## config.mk

```make
export PLATFORM = sky130hd
export DESIGN_NAME = ext_ram_stream_ctrl
export DESIGN_NICKNAME = d
export VERILOG_FILES = /design/src/rtl/ext_ram_pkg.sv /design/src/rtl/rd_out_fifo.sv /design/src/rtl/ext_ram_stream_ctrl.sv
export SDC_FILE = /design/constraint.sdc
export NUM_CORES = 1
export LEC_CHECK = 0
export BUFFER_PORTS_ARGS = -buffer_cell sky130_fd_sc_hd__clkbuf_2
export CAP_MARGIN = 20
export CORE_MARGIN = 2
export CORE_UTILIZATION = 52
export DETAILED_ROUTE_END_ITERATION = 16
export GPL_ROUTABILITY_DRIVEN = 0
export GPL_TIMING_DRIVEN = 0
export MAX_ROUTING_LAYER = met4
export PLACE_DENSITY = 0.8
export SLEW_MARGIN = 10
export SYNTH_ARGS = -nofsm -noshare
export SYNTH_HDL_FRONTEND = slang
export SYNTH_HIERARCHICAL = 1
export SYNTH_SLANG_ARGS = --single-unit
```

## constraint.sdc

```tcl
create_clock -name clk -period 2.17 [get_ports clk]
set_input_delay 0.434 -clock clk [delete_from_list [all_inputs] [get_ports clk]]
set_output_delay 0.434 -clock clk [all_outputs]
set_load 0.01 [all_outputs]
```

## src/rtl/ext_ram_pkg.sv

```systemverilog
// Shared types and RAM geometry for the external LLR RAM stream controller.
package ext_ram_pkg;

    localparam int unsigned RAM_DATA_WIDTH = 5;
    localparam int unsigned RAM_ADDR_WIDTH = 8;
    localparam int unsigned RAM_DEPTH      = 256;

    // Read credits: reads in flight plus words parked in the return buffer.
    localparam int unsigned RD_CREDITS     = 3;

    typedef enum logic [1:0] {
        IDLE = 2'd0,
        LOAD = 2'd1,
        READ = 2'd2
    } state_e;

endpackage

```

## src/rtl/rd_out_fifo.sv

```systemverilog
// Three-entry read-return buffer between the RAM read port and the output stream.
module rd_out_fifo
    import ext_ram_pkg::*;
#(
    parameter int unsigned WIDTH = RAM_DATA_WIDTH
) (
    input  logic             clk,
    input  logic             rst,
    input  logic             push_i,
    input  logic [WIDTH-1:0] data_i,
    input  logic             pop_i,
    output logic [WIDTH-1:0] data_o,
    output logic             full_o,
    output logic             empty_o,
    output logic [1:0]       count_o
);

    localparam int unsigned DEPTH = RD_CREDITS;

    logic [WIDTH-1:0] mem_q [DEPTH];
    logic [1:0]       wr_ptr_q;
    logic [1:0]       rd_ptr_q;
    logic [1:0]       count_q;
    logic             do_push;
    logic             do_pop;

    assign full_o  = (count_q == 2'(DEPTH));
    assign empty_o = (count_q == 2'd0);
    assign count_o = count_q;
    assign data_o  = mem_q[rd_ptr_q];

    // A pop in the same cycle frees the slot for a push into a full buffer.
    assign do_pop  = pop_i && !empty_o;
    assign do_push = push_i && (!full_o || do_pop);

    // Storage, wrap-around pointers and occupancy.
    always_ff @(posedge clk or posedge rst) begin
        if (rst) begin
            for (int i = 0; i < int'(DEPTH); i++) begin
                mem_q[i] <= '0;
            end
            wr_ptr_q <= 2'd0;
            rd_ptr_q <= 2'd0;
            count_q  <= 2'd0;
        end else begin
            if (do_push) begin
                mem_q[wr_ptr_q] <= data_i;
                wr_ptr_q        <= (wr_ptr_q == 2'(DEPTH - 1)) ? 2'd0 : wr_ptr_q + 2'd1;
            end
            if (do_pop) begin
                rd_ptr_q <= (rd_ptr_q == 2'(DEPTH - 1)) ? 2'd0 : rd_ptr_q + 2'd1;
            end
            case ({do_push, do_pop})
                2'b10:   count_q <= count_q + 2'd1;
                2'b01:   count_q <= count_q - 2'd1;
                default: count_q <= count_q;
            endcase
        end
    end

endmodule

```

## src/rtl/ext_ram_stream_ctrl.sv

```systemverilog
// Loads one LLR frame from a stream into the external RAM and streams it back in address order.
module ext_ram_stream_ctrl
    import ext_ram_pkg::*;
#(
    parameter int unsigned DATA_WIDTH = RAM_DATA_WIDTH,
    parameter int unsigned ADDR_WIDTH = RAM_ADDR_WIDTH,
    parameter int unsigned FRAME_LEN  = RAM_DEPTH
) (
    input  logic                  clk,
    input  logic                  rst,
    input  logic                  start_ld,
    input  logic                  start_rd,
    input  logic [DATA_WIDTH-1:0] s_data,
    input  logic                  s_valid,
    output logic                  s_ready,
    output logic [DATA_WIDTH-1:0] m_data,
    output logic                  m_valid,
    input  logic                  m_ready,
    output logic                  busy,
    output logic                  frame_loaded,
    output logic [ADDR_WIDTH-1:0] ram_address,
    output logic [DATA_WIDTH-1:0] ram_data_in,
    output logic                  ram_we,
    output logic                  ram_cs,
    input  logic [DATA_WIDTH-1:0] ram_data_out
);

    // One extra bit so a full 2^ADDR_WIDTH frame never wraps before the compare.
    localparam int unsigned     CNT_W = ADDR_WIDTH + 1;
    localparam logic [CNT_W-1:0] LEN  = CNT_W'(FRAME_LEN);
    localparam logic [CNT_W-1:0] LAST = CNT_W'(FRAME_LEN - 1);

    state_e                  state_q;
    logic                    start_ld_q;
    logic                    start_rd_q;
    logic                    frame_loaded_q;
    logic [CNT_W-1:0]        wr_cnt_q;
    logic [CNT_W-1:0]        rd_cnt_q;
    logic [CNT_W-1:0]        pop_cnt_q;
    logic                    inflight_q;
    logic [ADDR_WIDTH-1:0]   addr_q;
    logic [DATA_WIDTH-1:0]   wdata_q;

    logic                    load_fire;
    logic                    rd_issue;
    logic                    pop;
    logic                    fifo_full;
    logic                    fifo_empty;
    logic [1:0]              fifo_count;
    logic [2:0]              outstanding;

    assign load_fire   = (state_q == LOAD) && s_valid;
    assign outstanding = 3'(fifo_count) + 3'(inflight_q);
    assign rd_issue    = (state_q == READ) && (rd_cnt_q < LEN)
                         && (outstanding < 3'(RD_CREDITS)) && !fifo_full;
    assign pop         = m_valid && m_ready;

    assign s_ready      = (state_q == LOAD);
    assign busy         = (state_q != IDLE);
    assign frame_loaded = frame_loaded_q;
    assign m_valid      = !fifo_empty;

    // RAM port: driven in the cycle of a write beat or read issue, otherwise parked.
    assign ram_cs      = load_fire || rd_issue;
    assign ram_we      = load_fire;
    assign ram_address = load_fire ? wr_cnt_q[ADDR_WIDTH-1:0]
                       : rd_issue  ? rd_cnt_q[ADDR_WIDTH-1:0]
                       : addr_q;
    assign ram_data_in = load_fire ? s_data : wdata_q;

    rd_out_fifo #(
        .WIDTH (DATA_WIDTH)
    ) u_rd_out_fifo (
        .clk     (clk),
        .rst     (rst),
        .push_i  (inflight_q),
        .data_i  (ram_data_out),
        .pop_i   (pop),
        .data_o  (m_data),
        .full_o  (fifo_full),
        .empty_o (fifo_empty),
        .count_o (fifo_count)
    );

    // Control FSM, frame counters, start capture and parked RAM port values.
    always_ff @(posedge clk or posedge rst) begin
        if (rst) begin
            state_q        <= IDLE;
            start_ld_q     <= 1'b0;
            start_rd_q     <= 1'b0;
            frame_loaded_q <= 1'b0;
            wr_cnt_q       <= '0;
            rd_cnt_q       <= '0;
            pop_cnt_q      <= '0;
            inflight_q     <= 1'b0;
            addr_q         <= '0;
            wdata_q        <= '0;
        end else begin
            addr_q     <= ram_address;
            wdata_q    <= ram_data_in;
            inflight_q <= rd_issue;
            // Starts are only heard in IDLE and act one edge after they are sampled.
            start_ld_q <= start_ld && (state_q == IDLE);
            start_rd_q <= start_rd && (state_q == IDLE);
            case (state_q)
                IDLE: begin
                    if (start_ld_q) begin
                        state_q        <= LOAD;
                        frame_loaded_q <= 1'b0;
                        wr_cnt_q       <= '0;
                    end else if (start_rd_q && frame_loaded_q) begin
                        state_q   <= READ;
                        rd_cnt_q  <= '0;
                        pop_cnt_q <= '0;
                    end
                end
                LOAD: begin
                    if (load_fire) begin
                        wr_cnt_q <= wr_cnt_q + CNT_W'(1);
                        if (wr_cnt_q == LAST) begin
                            state_q        <= IDLE;
                            frame_loaded_q <= 1'b1;
                        end
                    end
                end
                READ: begin
                    if (rd_issue) begin
                        rd_cnt_q <= rd_cnt_q + CNT_W'(1);
                    end
                    if (pop) begin
                        pop_cnt_q <= pop_cnt_q + CNT_W'(1);
                        if (pop_cnt_q == LAST) begin
                            state_q <= IDLE;
                        end
                    end
                end
                default: state_q <= IDLE;
            endcase
        end
    end

endmodule

```

# Word level (Yosys, flattened, before mapping)
# Index checks and enable logic that the tools add are counted.
# totals
regBits	67
in_bits	16
output_inout_bits	24
elab_cells	107
# op_classes
add_sub_neg	8
order_cmp	5
eq_ne	18
n_mux	32
bitwise	2
n_reduce_logical	26
# op_table
op	n
9-bit 2-to-1 mux	6
9-bit one-hot mux with 2 select lines	3
9-bit by 1-bit adder with 9-bit output (second input constant)	3
5-bit 2-to-1 mux	4
9-bit by 8-bit equality test with 1-bit output (second input constant)	2
2-bit 2-to-1 mux	8
8-bit 2-to-1 mux	2
15-bit bitwise mux	1
4-bit AND reduction	3
1-bit logical AND	11
5-bit binary-select mux with 2-bit select	1
5-bit demux with 2-bit select	1
2-bit equality test (second input constant)	5
2-bit by 1-bit != test with 1-bit output (second input constant)	5
9-bit less-than comparator (second input constant)	1
2-bit nonzero test	4
2-bit by 1-bit adder with 2-bit output (second input constant)	3
3-bit >= comparator (second input constant)	2
2-bit != test (second input constant)	3
2-bit inverter with 3-bit output	2
2-bit one-hot mux with 3 select lines	1
5-bit AND reduction	1
2-bit by 1-bit equality test with 1-bit output (second input constant)	2
2-bit zero test	2
11 further kinds	15

# Depth between registers and ports, before layout
# Gate-level depths: netlist of run 1.
# logic_depth
depth_word	8
ltp_mapped	8
mapped_depth_nobuf	7

# By module
# Netlist of run 1, hierarchy kept.
# modules_own_cells
module	n_inst	cells_per_inst	area_each_um2
ext_ram_stream_ctrl	1	236	2237.1
rd_out_fifo	1	79	1014.7

# Worst setup path before layout of run 1
# Ideal clock, no wire load.
# synth_timing
kind	register -> output
startpoint	register inflight_q
endpoint	output port ram_address[6]
arrival_ps	1862
t_required_ps	1736
slack_ps	-126
stages_incl_launch_ff	9
cell_sequence	dfrtp_1 -> ha_1 -> ha_1 -> nor4b_4 -> nand2_2 -> inv_1 -> buf_2 -> nand2_1 -> a31oi_1
# synth_via
elab_chain_cells	6
# synth_rtl
item	line	text
start, declared	ext_ram_stream_ctrl.sv:40	logic inflight_q;
start signal, assigned	ext_ram_stream_ctrl.sv:101	inflight_q <= rd_issue;
2-bit by 1-bit adder with 3-bit output	ext_ram_stream_ctrl.sv:53	assign outstanding = 3'(fifo_count) + 3'(inflight_q);
3-bit by 2-bit less-than comparator with 1-bit output	ext_ram_stream_ctrl.sv:55	&& (outstanding < 3'(RD_CREDITS)) && !fifo_full;
1-bit logical AND (2 in series)	ext_ram_stream_ctrl.sv:55	
named net rd_issue	ext_ram_stream_ctrl.sv:45	logic rd_issue;
8-bit 2-to-1 mux	ext_ram_stream_ctrl.sv:67	: rd_issue ? rd_cnt_q[ADDR_WIDTH-1:0]
8-bit 2-to-1 mux	ext_ram_stream_ctrl.sv:66	assign ram_address = load_fire ? wr_cnt_q[ADDR_WIDTH-1:0]
end, declared	ext_ram_stream_ctrl.sv:21	output logic [ADDR_WIDTH-1:0] ram_address,
# The timed path passes the listed nets, and every way through them passes these cells.

# Final worst setup path of run 1
# layout_timing
startpoint	register inflight_q
endpoint	output port ram_address[5]
# The elaborated chain is that of the path after synthesis.

==> impl_metrics.toml, run 1 <==
[outcome]
violations = "setup timing"
status = "finished with violations"

[global_route]
pin_count_of_the_biggest_net_entering_global_routing = 40
grt_pass1_wl_um = 12200
antenna_violations_before_repair = 0
grt_pass1_vias = 2599
gr-usage-all-layers = 0.230
grt_ovf = 0

[placement]
dp.final_hpwl_um = 4530
port_buffers = 39

[run]
max_cap_violations = 0

[power]
p_leak_uw = 0.00207
pwr_density_cell_mw_per_mm2 = 1510
irDropWorstVdd_v = 0.00134

[sta]
max-slew-margin-rel = 0.474
maxClockFrequency_ghz = 0.373
report.final.hold_viol_count = 0
setup_total_negative_slack_ns = -4.05
min_period_over_period = 1.24
tightestPinTransition_ns = 0.788
finalCriticalPeriod_ns = 2.68
finalWorstSetupSlack_ns = -0.512
finalSetupViolCount = 11
drv_slew = 0
timing.clock.skew_ns = 0.0155
grt_setup_unrepaired = "true"

[final_layout]
fill_cells = 396
post_route_cells_drive_above_1_share = 0.379
postLayoutCoreUtil = 0.709
inserted_diodes = 0
syn_to_final_growth_pct = 30.7
final_nets = 416
multi_input_comb_area_mm2 = 0.00163
seqCellArea_mm2 = 0.00168

[cts]
insertion_delay_ns = 0.36
tritoncts.num_buffers = 9
cts-root-to-sink-buffers = 2
clockRootBuffer = "sky130_fd_sc_hd__clkbuf_8"
cts_tree = "built"
clkSinkCount = 67
clkSlewWorstSetupHoldPaths_ns = 0.08
htree_levels = 3

[setup_path]
path_class = "flip-flop to output pin"
crit_path_start_kind = "flip-flop"
critical_path.cell_chain = "ha_4 > ha_4 > nor4b_4 > nand2_2 > inv_4 > buf_6 > nand2_1 > a31oi_2 > buf_2"
critPathArrivalTime_ns = 2.25
worst_path_largest_cell_delay_ns = 0.44
capturing_element_type_of_the_critical_path = "output pin"
crit_family = "simple AND/OR/NAND/NOR gates"
critical_path_peak_fanout = 6
worst_ep_required_time_ns = 1.74
cp_common_cell = "sky130_fd_sc_hd__ha_4"
path_buf_inv = 3
critPathSlowestCell = "sky130_fd_sc_hd__dfrtp_2"

[detailed_routing]
vias = 2707
drt-wirelength-per-cell_um = 17.5
totalWireLength_um = 8280
drc_markers = 0
detailed_route_iter0_violations = 241
postRouteAntennaNets = 0
drt-vias-per-instance = 5.72
total_iterations_of_the_first_detailed_routing_run = 5

[yosys]
synth.top_cells.by_area = "sky130_fd_sc_hd__dfrtp_1 52%, sky130_fd_sc_hd__nand2_1 6.2%, sky130_fd_sc_hd__mux2_4 4.6%"
ys_top_cells_by_count = "67 x sky130_fd_sc_hd__dfrtp_1, 54 x sky130_fd_sc_hd__nand2_1, 29 x sky130_fd_sc_hd__nor2_1"
synth-async-reset-ratio = 1.00
synth_fp_nets = 338
seq_area_frac_synth = 0.516
yosys.area.top_type_share = 0.516
synth.cell_area_mm2 = 0.00325
number_of_flops_mapped_to_enable_cells_by_yosys = 0
syn_area_per_cell_um2 = 10.3
yosys_warnings = 6
top_reg_cell_synth = "sky130_fd_sc_hd__dfrtp_1"
yosysTopAreaCell = "sky130_fd_sc_hd__dfrtp_1"
synth_cells = 315
yosys_register_bits = 67
synth_cell_type_count = 43
synth_most_common_cell = "sky130_fd_sc_hd__dfrtp_1"

[floorplanning]
die_h_um = 83.1
initial_core_util = 0.543
floorplan.die.width_um = 83.1
rows = 28
fp.coreArea_mm2 = 0.00599
area_of_the_die_mm2 = 0.00690
pin_count = 40

[worst_hold_path]
timing.hold.worst.class = "input pin to flip-flop"
## worst paths after layout
check / startpoint / slack [ns] / end / depth (start not counted)
min in group asynchronous: rst / 0.54 / pop_cnt_q[6]$_DFFE_PP0P_ / 3
max in group asynchronous: rst / 0.84 / u_rd_out_fifo/count_o[1]$_DFFE_PP0P_ / 3
worst min register to register: wdata_q[1]$_DFF_PP0_ / 0.47 / wdata_q[1]$_DFF_PP0_ / 2
worst max-delay path: inflight_q$_DFF_PP0_ / -0.51 / ram_address[5] / 9
worst max register to register: inflight_q$_DFF_PP0_ / -0.08 / rd_cnt_q[6]$_DFFE_PP0P_ / 9
worst min-delay path: s_data[1] / 0.28 / wdata_q[1]$_DFF_PP0_ / 3
## cell usage in the layout (no fill, tap or decap), types with 7 or more instances in the layout
cell type,netlist,routed
sky130_fd_sc_hd__a21oi_1,8,8
sky130_fd_sc_hd__nand3_1,10,9
sky130_fd_sc_hd__mux2_4,10,10
sky130_fd_sc_hd__nand2_2,1,11
sky130_fd_sc_hd__mux2_2,8,8
sky130_fd_sc_hd__mux2i_1,8,8
sky130_fd_sc_hd__clkbuf_8,0,10
sky130_fd_sc_hd__dfrtp_1,67,64
sky130_fd_sc_hd__nand2_1,54,39
sky130_fd_sc_hd__buf_6,4,13
sky130_fd_sc_hd__buf_2,5,8
sky130_fd_sc_hd__nor2_1,29,28
sky130_fd_sc_hd__nand4_1,7,7
sky130_fd_sc_hd__inv_1,10,7
sky130_fd_sc_hd__buf_4,0,22
sky130_fd_sc_hd__clkbuf_2,0,28
sky130_fd_sc_hd__o21ai_0,17,17
## area by class of cell
type	instances	area share
multi-input combinational	224	0.384
inverter	10	0.00942
timing repair buffer	67	0.110
clock buffer	11	0.0333
tap	75	0.0221
clock inverter	5	0.00677
buffer	14	0.0389
sequential	67	0.395
## kinds of logic after synthesis
kind of cell,Yosys count,share of synthesized area
simple gates,134,0.205
flops,67,0.516
compound gates,47,0.0885
mux,26,0.0985
buf+inv,24,0.0389
xor+xnor,10,0.0269
fa+ha+maj,7,0.0269
## report_power, final
| group | total (uW) | switching [uW] | internal [uW] |
|---|---|---|---|
| Clock | 922 | 483 | 439 |
| Combinational | 3500 | 1680 | 1820 |
| Sequential | 1980 | 324 | 1660 |
| Total | 6400 | 2480 | 3920 |
## state kept, by name, indices dropped and copies added, names as in the netlist, 2 cells and up
| register | flops |
|---|---|
| u_rd_out_fifo/mem_q | 15 |
| pop_cnt_q | 9 |
| rd_cnt_q | 9 |
| wr_cnt_q | 9 |
| addr_q | 8 |
| wdata_q | 5 |
| state_q | 2 |
| u_rd_out_fifo/count_o | 2 |
| u_rd_out_fifo/rd_ptr_q | 2 |
| u_rd_out_fifo/wr_ptr_q | 2 |
## tightest hold or removal path, stage by stage
cell	delay (ns)
sky130_fd_sc_hd__clkbuf_2	0.07
sky130_fd_sc_hd__nand2_1	0.04
sky130_fd_sc_hd__nand2_1	0.06
## through the flow
stage          power, uW  hold slack (ns)  worst slack, ns  cells  area (um2)
2_1_floorplan       3620            0.411           0.0182    315        3290
3_3_place_gp        4180            0.453           -0.260    429        3580
3_5_place_dp        4260            0.358           -0.306    430        3600
4_1_cts             5780            0.276           -0.361    461        3980
5_1_grt             6750            0.282           -0.550    473        4250
6_report            6400            0.284           -0.512    473        4250
## routing by layer
layer,global-route usage,vias to the layer above,share of wire
met1,0.277,1312,0.40
met5,-,-,0
met2,0.361,113,0.49
met3,0.0586,30,0.064
li1,-,1252,-
met4,0.110,0,0.040
## timing repair
action / CTS / global route
endpoints found under the setup margin: 16 / 30
pin swaps: 8 / 6
gates resized for setup: 26 / 51
buffers inserted: 14 / 10
gates cloned: 0 / 2
hold buffers: 1 / 0
endpoints found under the hold margin: 7 / 0
No activity file was read; power rests on OpenSTA's default activity.
==> inputs of run 2 (changes only) <==
Settings changed: CORE_UTILIZATION 52 to 55, PLACE_DENSITY 0.8 to 0.81.
Clock period 2.17 ns to 3 ns, I/O delays scaled along.
==> run 2 against run 1 <==
Effect of this change:
- the run now ends clean
- clock-buffer cell count fell by 2
- die area decreased by 5.2%
- final cell count down 5.3%
- wire length decreased by 17%
- cell area decreased by 9.0%
- first-iteration DRC count decreased by 47%
- sequential share of layout area rose by 3.9 points
- critical path depth stayed put
- global-route usage up 0.38 points
- largest cell class unchanged
- largest power group unchanged
- highest routed layer unchanged
==> impl_metrics.toml, run 2 (synthesis results as in run 1) <==
[setup_path]
cp_common_cell = "sky130_fd_sc_hd__ha_1"
crit_path_start_kind = "flip-flop"
critical_path.cell_chain = "ha_1 > ha_1 > nor4b_4 > nand2_2 > inv_4 > buf_6 > nand2_1 > a31oi_1 > clkbuf_2"
critPathArrivalTime_ns = 2.32
critical_path_peak_fanout = 10
worst_path_largest_cell_delay_ns = 0.46
capturing_element_type_of_the_critical_path = "output pin"
critPathSlowestCell = "sky130_fd_sc_hd__dfrtp_2"
worst_ep_required_time_ns = 2.40
path_class = "flip-flop to output pin"

[final_layout]
most-common-layout-cells = "65 x sky130_fd_sc_hd__dfrtp_1, 53 x sky130_fd_sc_hd__nand2_1, 38 x sky130_fd_sc_hd__clkbuf_2"
fill_cells = 482
inserted_diodes = 0
post_route_non_filler_standard_cell_count = 448
syn_to_final_growth_pct = 18.9
post_route_cells_drive_above_1_share = 0.271
largest_register_ff_count = 15
max_flop_register = "u_rd_out_fifo/mem_q"
layout_commonest_cell = "sky130_fd_sc_hd__dfrtp_1"
final_nets = 391
final_area_mm2 = 0.00387

[cts]
cts-root-to-sink-buffers = 2
htree_levels = 3
clkSinkCount = 67
clkSlewWorstSetupHoldPaths_ns = 0.07
tritoncts.num_buffers = 9
hold_buffers = 0
insertion_delay_ns = 0.35
clockRootBuffer = "sky130_fd_sc_hd__clkbuf_8"
cts_tree = "built"

[power]
share_clk_of_total_power = 0.224
irDropWorstVdd_v = 0.000908
pwr_density_cell_mw_per_mm2 = 1050
power_frac_comb = 0.428
cell_internal_pwr_uw = 2580
swShare = 0.366
power.switching_uw = 1490
share_seq_of_total_power = 0.348
p_leak_uw = 0.00191

[sta]
grt_setup_unrepaired = "false"
finalSetupViolCount = 0
finalHoldWorstSlack_ns = 0.152
report.final.hold_viol_count = 0
tightestPinTransition_ns = 0.782
setup_total_negative_slack_ns = 0
maxClockFrequency_ghz = 0.342
drv_slew = 0
max-slew-margin-rel = 0.478
timing.clock.skew_ns = 0.0128
min_period_over_period = 0.974
finalWorstSetupSlack_ns = 0.0780
finalCriticalPeriod_ns = 2.92

[floorplanning]
area_of_the_die_mm2 = 0.00654
rows = 28
fp.coreArea_mm2 = 0.00582
die_h_um = 80.9
initial_core_util = 0.559
floorplan.die.width_um = 80.9
pin_count = 40

[global_route]
grt_ovf = 0
pin_count_of_the_biggest_net_entering_global_routing = 40
gr-usage-all-layers = 0.233
grt_pass1_wl_um = 11200
grt_pass1_vias = 2316
antenna_violations_before_repair = 0

[run]
max_cap_violations = 0

[detailed_routing]
detailed_route_iter0_violations = 127
postRouteAntennaNets = 0
total_iterations_of_the_first_detailed_routing_run = 4
drt-wirelength-per-cell_um = 15.3
totalWireLength_um = 6850
drc_markers = 0
drt-vias-per-instance = 5.46
vias = 2445

[placement]
dp_cells = 430
dpl_worst_slack_ns = 0.231
port_buffers = 39
dp.final_hpwl_um = 4560
placed_standard_cell_area_mm2 = 0.00356

[outcome]
status = "complete, no violations"

[worst_hold_path]
timing.hold.worst.class = "input pin to async pin"
==> run 2: changes by cell type in the layout (fill, tap and decap cells not counted), moves of 3 or more <==
cell,change
sky130_fd_sc_hd__buf_4,-19
sky130_fd_sc_hd__nand2_4,-5
sky130_fd_sc_hd__buf_6,-7
sky130_fd_sc_hd__bufinv_16,+3
sky130_fd_sc_hd__buf_2,-4
sky130_fd_sc_hd__a31oi_4,-3
sky130_fd_sc_hd__a31oi_1,+5
sky130_fd_sc_hd__clkbuf_2,+10
sky130_fd_sc_hd__nand2_1,+14
sky130_fd_sc_hd__nand2_2,-9
==> run 2: path summary, 6_finish.rpt <==
path / from / to / slack (ns) / depth (start not counted)
max in group asynchronous: rst / u_rd_out_fifo/count_o[0]$_DFFE_PP0P_ / 2.07 / 2
hold reg to reg: wr_cnt_q[8]$_DFFE_PP0P_ / wr_cnt_q[8]$_DFFE_PP0P_ / 0.49 / 2
setup / recovery: u_rd_out_fifo/count_o[0]$_DFFE_PP0P_ / ram_address[5] / 0.08 / 9
min in group clk: start_ld / start_ld_q$_DFF_PP0_ / 0.46 / 2
hold / removal: rst / pop_cnt_q[0]$_DFFE_PP0P_ / 0.15 / 2
setup reg to reg: u_rd_out_fifo/count_o[0]$_DFFE_PP0P_ / rd_cnt_q[6]$_DFFE_PP0P_ / 0.93 / 7
==> run 2: area by class of cell <==
| class | count | area (um2) | share of cell area |
|---|---|---|---|
| buffer | 13 | 91.3 | 0.0236 |
| inverter | 10 | 40.0 | 0.0104 |
| clock inverter | 7 | 116 | 0.0301 |
| sequential | 67 | 1680 | 0.434 |
| timing repair buffer | 43 | 244 | 0.0631 |
| multi-input combinational | 224 | 1480 | 0.382 |
| tap | 75 | 93.8 | 0.0243 |
| clock buffer | 9 | 124 | 0.0320 |
==> run 2: timing repair <==
item | in CTS | in global routing
buffers inserted | 1 | 2
endpoints found under the setup margin | 6 | 4
gates resized for setup | 6 | 7
pin swaps | 1 | 1
==> run 2: power groups by stage <==
stage	Sequential [uW]	Clock, uW	Combinational (uW)
6_report	1420	913	1740
3_3_place_gp	1420	0	1530
3_5_place_dp	1440	0	1570
4_1_cts	1430	924	1630
2_1_floorplan	1370	0	1160
5_1_grt	1450	964	1930
==> run 2: worst max-delay path: cells and delay by family, from the launching register on <==
kind	cells	cell delay, ns
flip-flops	1	0.46
buffers and inverters	3	0.44
AND/OR/NAND/NOR	3	0.43
adder cells (fa/ha/maj)	2	0.41
AO/OA/AOI/OAI	1	0.24
==> run 2: through the flow <==
step	power [uW]	utilization
6_report	4080	0.665
5_1_grt	4340	0.665
4_1_cts	3980	0.657
3_5_place_dp	3000	0.612
3_3_place_gp	2940	0.609
2_1_floorplan	2540	-
==> run 2: metal layers <==
| layer | wire [um] | vias up | GRT usage | share of wire |
|---|---|---|---|---|
| li1 | - | 1201 | - | - |
| met1 | 3160 | 1166 | 0.317 | 0.46 |
| met2 | 3230 | 61 | 0.345 | 0.47 |
| met3 | 250 | 17 | 0.0356 | 0.036 |
| met4 | 205 | 0 | 0.112 | 0.030 |
| met5 | 0 | - | - | 0 |
